$ cat config.mk
export PLATFORM = sky130hd
export DESIGN_NAME = mtl_scan_compositor
export DESIGN_NICKNAME = d
export VERILOG_FILES = /design/src/rtl/mtl_scan_compositor.sv
export SDC_FILE = /design/constraint.sdc
export NUM_CORES = 1
export LEC_CHECK = 0
export ABC_AREA = 1
export ABC_CLOCK_PERIOD_IN_PS = 2300
export CORE_ASPECT_RATIO = 0.6
export CORE_MARGIN = 4
export CORE_UTILIZATION = 25
export DETAILED_ROUTE_END_ITERATION = 8
export SLEW_MARGIN = 20
export SYNTH_ARGS = -nofsm -noshare
export SYNTH_HDL_FRONTEND = slang
export SYNTH_SLANG_ARGS = --single-unit
$ cat constraint.sdc
create_clock -name iCLK -period 2.3 [get_ports iCLK]
set_input_delay 0.23 -clock iCLK [delete_from_list [all_inputs] [get_ports iCLK]]
set_output_delay 0.23 -clock iCLK [all_outputs]
set_load 0.1 [all_outputs]
$ cat src/rtl/mtl_scan_compositor.sv
// LCD scan timing generator with SDRAM prefetch, frame-aligned base source selection,
// overlay compositing and sticky SDRAM underflow detection.
module mtl_scan_compositor #(
    parameter int H_LINE    = 1056,
    parameter int V_LINE    = 525,
    parameter int H_BLANK   = 46,
    parameter int H_FP      = 210,
    parameter int V_BLANK   = 23,
    parameter int V_FP      = 22,
    parameter int HS_W      = 1,
    parameter int VS_W      = 1,
    parameter int COLOR_W   = 8,
    parameter int FETCH_LAT = 2,
    parameter logic [3*COLOR_W-1:0] UF_COLOR = 24'hFF00FF
) (
    input  logic                 iCLK,
    input  logic                 iRST_n,
    input  logic [1:0]           iMode,
    input  logic [3*COLOR_W-1:0] iSolid,
    input  logic [3*COLOR_W-1:0] iREAD_DATA,
    input  logic                 iREAD_VALID,
    output logic                 oREAD_EN,
    output logic [10:0]          oX,
    output logic [9:0]           oY,
    output logic                 oPIX_ACTIVE,
    input  logic [3*COLOR_W-1:0] iOVL_RGB,
    input  logic                 iOVL_EN,
    input  logic                 iClrErr,
    output logic                 oUnderflow,
    output logic [1:0]           oModeActive,
    output logic                 oNewFrame,
    output logic                 oEndFrame,
    output logic                 oHD,
    output logic                 oVD,
    output logic [COLOR_W-1:0]   oLCD_R,
    output logic [COLOR_W-1:0]   oLCD_G,
    output logic [COLOR_W-1:0]   oLCD_B
);

    localparam int AW = H_LINE - H_BLANK - H_FP;
    localparam int AH = V_LINE - V_BLANK - V_FP;
    localparam int XW = $clog2(H_LINE);
    localparam int YW = $clog2(V_LINE);

    generate
        if (FETCH_LAT < 1 || FETCH_LAT > H_BLANK - 2) begin : g_bad_fetch_lat
            $error("mtl_scan_compositor: FETCH_LAT must lie in 1..H_BLANK-2");
        end
        if (AW <= 0 || AH <= 0) begin : g_bad_geometry
            $error("mtl_scan_compositor: active area must be non-empty");
        end
    endgenerate

    localparam logic [XW-1:0] X_LAST = XW'(H_LINE - 1);
    localparam logic [XW-1:0] X_ACT0 = XW'(H_BLANK);
    localparam logic [XW-1:0] X_ACT1 = XW'(H_BLANK + AW - 1);
    localparam logic [XW-1:0] X_REQ0 = XW'(H_BLANK - FETCH_LAT);
    localparam logic [XW-1:0] X_REQ1 = XW'(H_BLANK + AW - 1 - FETCH_LAT);
    localparam logic [XW-1:0] X_POS0 = XW'(H_BLANK - 2);
    localparam logic [XW-1:0] X_POS1 = XW'(H_BLANK + AW - 3);
    localparam logic [XW-1:0] X_END  = XW'(H_BLANK + AW);
    localparam logic [XW-1:0] X_HS   = XW'(HS_W);
    localparam logic [YW-1:0] Y_LAST = YW'(V_LINE - 1);
    localparam logic [YW-1:0] Y_ACT0 = YW'(V_BLANK);
    localparam logic [YW-1:0] Y_ACT1 = YW'(V_BLANK + AH - 1);
    localparam logic [YW-1:0] Y_VS   = YW'(VS_W);

    logic [XW-1:0]        x_cnt;
    logic [YW-1:0]        y_cnt;
    logic [1:0]           mode_q;
    logic                 y_act, pix_now, pos_win, uf_set, frame_start;
    logic [3*COLOR_W-1:0] base_rgb, comp_rgb;

    assign frame_start = (x_cnt == '0) && (y_cnt == '0);
    assign y_act       = (y_cnt >= Y_ACT0) && (y_cnt <= Y_ACT1);
    // Counter sits on the pixel itself: data/overlay are sampled now, pins show it next clock.
    assign pix_now     = y_act && (x_cnt >= X_ACT0) && (x_cnt <= X_ACT1);
    assign pos_win     = y_act && (x_cnt >= X_POS0) && (x_cnt <= X_POS1);
    assign oREAD_EN    = (mode_q == 2'd1) && y_act && (x_cnt >= X_REQ0) && (x_cnt <= X_REQ1);
    assign oModeActive = mode_q;
    assign uf_set      = pix_now && (mode_q == 2'd1) && !iREAD_VALID;

    always_comb begin
        base_rgb = '0;
        case (mode_q)
            2'd1:    base_rgb = iREAD_VALID ? iREAD_DATA : UF_COLOR;
            2'd2:    base_rgb = iSolid;
            default: base_rgb = '0;
        endcase
        comp_rgb = iOVL_EN ? iOVL_RGB : base_rgb;
    end

    always_ff @(posedge iCLK or negedge iRST_n) begin
        if (!iRST_n) begin
            x_cnt       <= '0;
            y_cnt       <= '0;
            mode_q      <= 2'd0;
            oUnderflow  <= 1'b0;
            oPIX_ACTIVE <= 1'b0;
            oX          <= '0;
            oY          <= '0;
            oNewFrame   <= 1'b0;
            oEndFrame   <= 1'b0;
            oHD         <= 1'b1;
            oVD         <= 1'b1;
            oLCD_R      <= '0;
            oLCD_G      <= '0;
            oLCD_B      <= '0;
        end else begin
            if (x_cnt == X_LAST) begin
                x_cnt <= '0;
                y_cnt <= (y_cnt == Y_LAST) ? '0 : y_cnt + 1'b1;
            end else begin
                x_cnt <= x_cnt + 1'b1;
            end
            if (frame_start) begin
                mode_q <= iMode;
            end
            oHD       <= !(x_cnt < X_HS);
            oVD       <= !(y_cnt < Y_VS);
            oNewFrame <= frame_start;
            oEndFrame <= (x_cnt == X_END) && (y_cnt == Y_ACT1);
            {oLCD_R, oLCD_G, oLCD_B} <= pix_now ? comp_rgb : '0;
            // A new underflow outranks a clear arriving in the same clock.
            oUnderflow  <= uf_set | (oUnderflow & ~iClrErr);
            oPIX_ACTIVE <= pos_win;
            if (pos_win) begin
                oX <= 11'(x_cnt - X_POS0);
                oY <= 10'(y_cnt - Y_ACT0);
            end
        end
    end

endmodule

==> results_dict.tcl <==
set metrics [dict create \
    p_total_mw 3.18 \
    max_slew_margin 0.437 \
    synth_edf_count 0 \
    drtPass1Iterations 5 \
    synth_common_cells "nand2_1, dfrtp_1, nand3_1, nor2_1, inv_1" \
    cap_violations 0 \
    utilization 0.363 \
    critPathLaunchType "register" \
    grt_max_degree 41 \
    cts-root-buf "clkbuf_16" \
    status "complete, no violations" \
    grt_pass1_wl_um 23000 \
    ys_warn_count 0 \
    fin_skew_ps 9.51 \
    die-area_sq_mm 0.0199 \
    async_reset_ff_frac 1.00 \
    ys_seq_area_frac 0.421 \
    portBuffers 132 \
    fmax_ghz 0.467 \
    start_util 0.256 \
    cpMaxStageDelayCell "dfrtp_2" \
    clk_path_buf_depth 2 \
    grt_overflow 0 \
    crit_chain "ha_4 > nand2_1 > nand2_1 > nand2_1 > nand2_1 > nor2_2 > inv_2 > nand4_4 > nor2_4 > buf_12" \
    hp-class "in2async" \
    wirelength_um 14300 \
    irDropWorstVdd_v 0.000412 \
    grt_usage 0.141 \
    post-synth-top-count-cell "nand2_1" \
    htreeDepth 3 \
    vias 4265 \
    die_w_um 179 \
    hold_viol 0 \
    antenna_found_initial 0 \
    fin_ws_ps 157 \
    r2r_setup_slack_ps 260 \
    wl_per_cell_um 15.5 \
    ant_nets 0 \
    pre_cts_slack_ps 172 \
    yosysTopAreaCell "dfrtp_1" \
    layout_worst_path_cycle_share 0.932 \
    rows 37 \
    critical-path-top-delay-family "simple AND/OR/NAND/NOR gates" \
    path_buf_inv 2 \
    power_leakage_nw 3.03 \
    critical_path_class "reg2out" \
    yosysTopAreaCellShare 0.409 \
    ys_ff_latch 74 \
    reg2reg_depth 9 \
    cp-endpoint "oREAD_EN" \
    cp_common_cell "nand2_1" \
    coreArea_sq_mm 0.0172 \
    arrival_ps 1910 \
    startpoint "y_cnt[1]" \
    syn_area_sq_mm 0.00441 \
    nNetsFinal 775 \
    ys_top_cells_by_area "dfrtp_1, nand2_1, nand3_1" \
    drt_iter0_markers 379 \
    drc 0 \
    worst_pin_slew_ps 845 \
    clk_latency_ps 330 \
    setup-violations-final 0 \
    worstPathMaxFanout 6 \
    drv_slew 0 \
    critPathCaptureType "primary output" \
    synth_cell_types 32 \
    routabilityCongestion 0.899 \
    worstReg2RegStart "y_cnt[1]" \
    path_depth 10 \
    fin_tns_setup_ps 0 \
    max_stage_delay_ps 430 \
    numCtsBuffers 9 \
    io_pins 133 \
    period_needed_ps 2140 \
    grt_pass1_vias 3949 \
    cts_num_sinks 74 \
    worstPathRequired_ps 2070 \
    antennaDiodeCount 0 \
    die_y_um 111 \
    syn_inst 555 \
    holdWs_ps 431 \
    rr_endpoint "oX[7]" \
    area_delta_synth_final_pct 41.7 \
    tritoncts "done" \
    dp_hpwl_um 10800 \
    syn_nets 647 \
    power_density_mw_per_mm2 509 \
    drive_above_1_share 0.211 \
    clkTransAtPathRegs_ps 60 \
    synth_flop_cell "dfrtp_1" \
    rsz0062_at_grt "no" \
    routed_via_density 4.63 \
    synth.avg_cell_area_sq_um 7.94 \
]
## cells by family (layout without fill, tap and decap cells)
group | count (synthesis) | count (layout) | share of synthesized area
fa+ha+maj | 13 | 13 | 0.0369
buf+inv | 78 | 211 | 0.0812
simple gates | 330 | 330 | 0.363
compound gates | 44 | 44 | 0.0662
flops | 74 | 74 | 0.421
xor+xnor | 16 | 16 | 0.0318
## area by class of cell
cell class	count	area, sq um
inverters	45	169
flip-flops and latches	74	1860
clock inverters	6	97.6
repair buffers	150	1370
fillers	1805	11000
well taps	234	293
clock buffers	10	239
multi-input cells	403	2210
## stage by stage
| stage | std cells | cell area [sq um] |
|---|---|---|
| after floorplan | 555 | 4420 |
| after CTS | 922 | 6230 |
| after global routing | 922 | 6250 |
| after detailed placement | 905 | 5880 |
| final | 922 | 6250 |
| after global placement | 905 | 5880 |
## worst min path at each step
stage / from / to / depth (start not counted)
after floorplan: iRST_n / oEndFrame / 0
after global placement: iRST_n / oLCD_G[1] / 1
after detailed placement: iRST_n / oLCD_G[1] / 1
after CTS: iRST_n / y_cnt[9] / 2
after global routing: iRST_n / oLCD_G[1] / 2
final: iRST_n / oLCD_G[1] / 2
## report_power, final
| group | switching [mW] | total (mW) | internal, mW | leakage (nW) |
|---|---|---|---|---|
| Combinational | 0.137 | 0.303 | 0.165 | 1.86 |
| Clock | 0.577 | 1.57 | 0.995 | 0.165 |
| Sequential | 0.00145 | 1.31 | 1.30 | 0.999 |
| Total | 0.716 | 3.18 | 2.46 | 3.03 |
## routing by layer
layer	part of all wire	routed length, um	track usage
met5	0	0	0
met4	0.011	163	0.0284
met3	0.062	885	0.0305
met2	0.39	5610	0.181
met1	0.53	7600	0.232
## state kept, by name, summed over array words and instances (netlist names), 2 cells and up
register,cells
oX,11
x_cnt,11
oY,10
y_cnt,10
oLCD_B,8
oLCD_G,8
oLCD_R,8
oModeActive,2
## what timing repair did
action,CTS,global route
endpoints found under the setup margin,0,22
hold buffers,1,0
setup buffers,0,0
hold endpoints to repair,38,0
gates resized for setup,0,6
## cells in the final DEF (no fill, tap or decap), types with 3 or more instances in the layout
cell             netlist  routed
nand2_1              159     159
xor2_1                15      15
dfrtp_1               72      66
a22oi_1               24      24
nand4_1               31      31
nand2_2                5       5
inv_2                 10      10
clkdlybuf4s50_1        0      77
a21oi_1                5       5
inv_1                 35      35
nor2_4                 2       3
nor2_2                 5       5
ha_1                  13      12
dfrtp_2                0       6
o21ai_0                9       9
nor2_1                42      41
nand3_1               50      50
nor3_1                 8       8
nor3_2                21      21
clkbuf_16              0       9
buf_4                  7      68
buf_12                 0       4
Power figures use the tool's default switching activity.
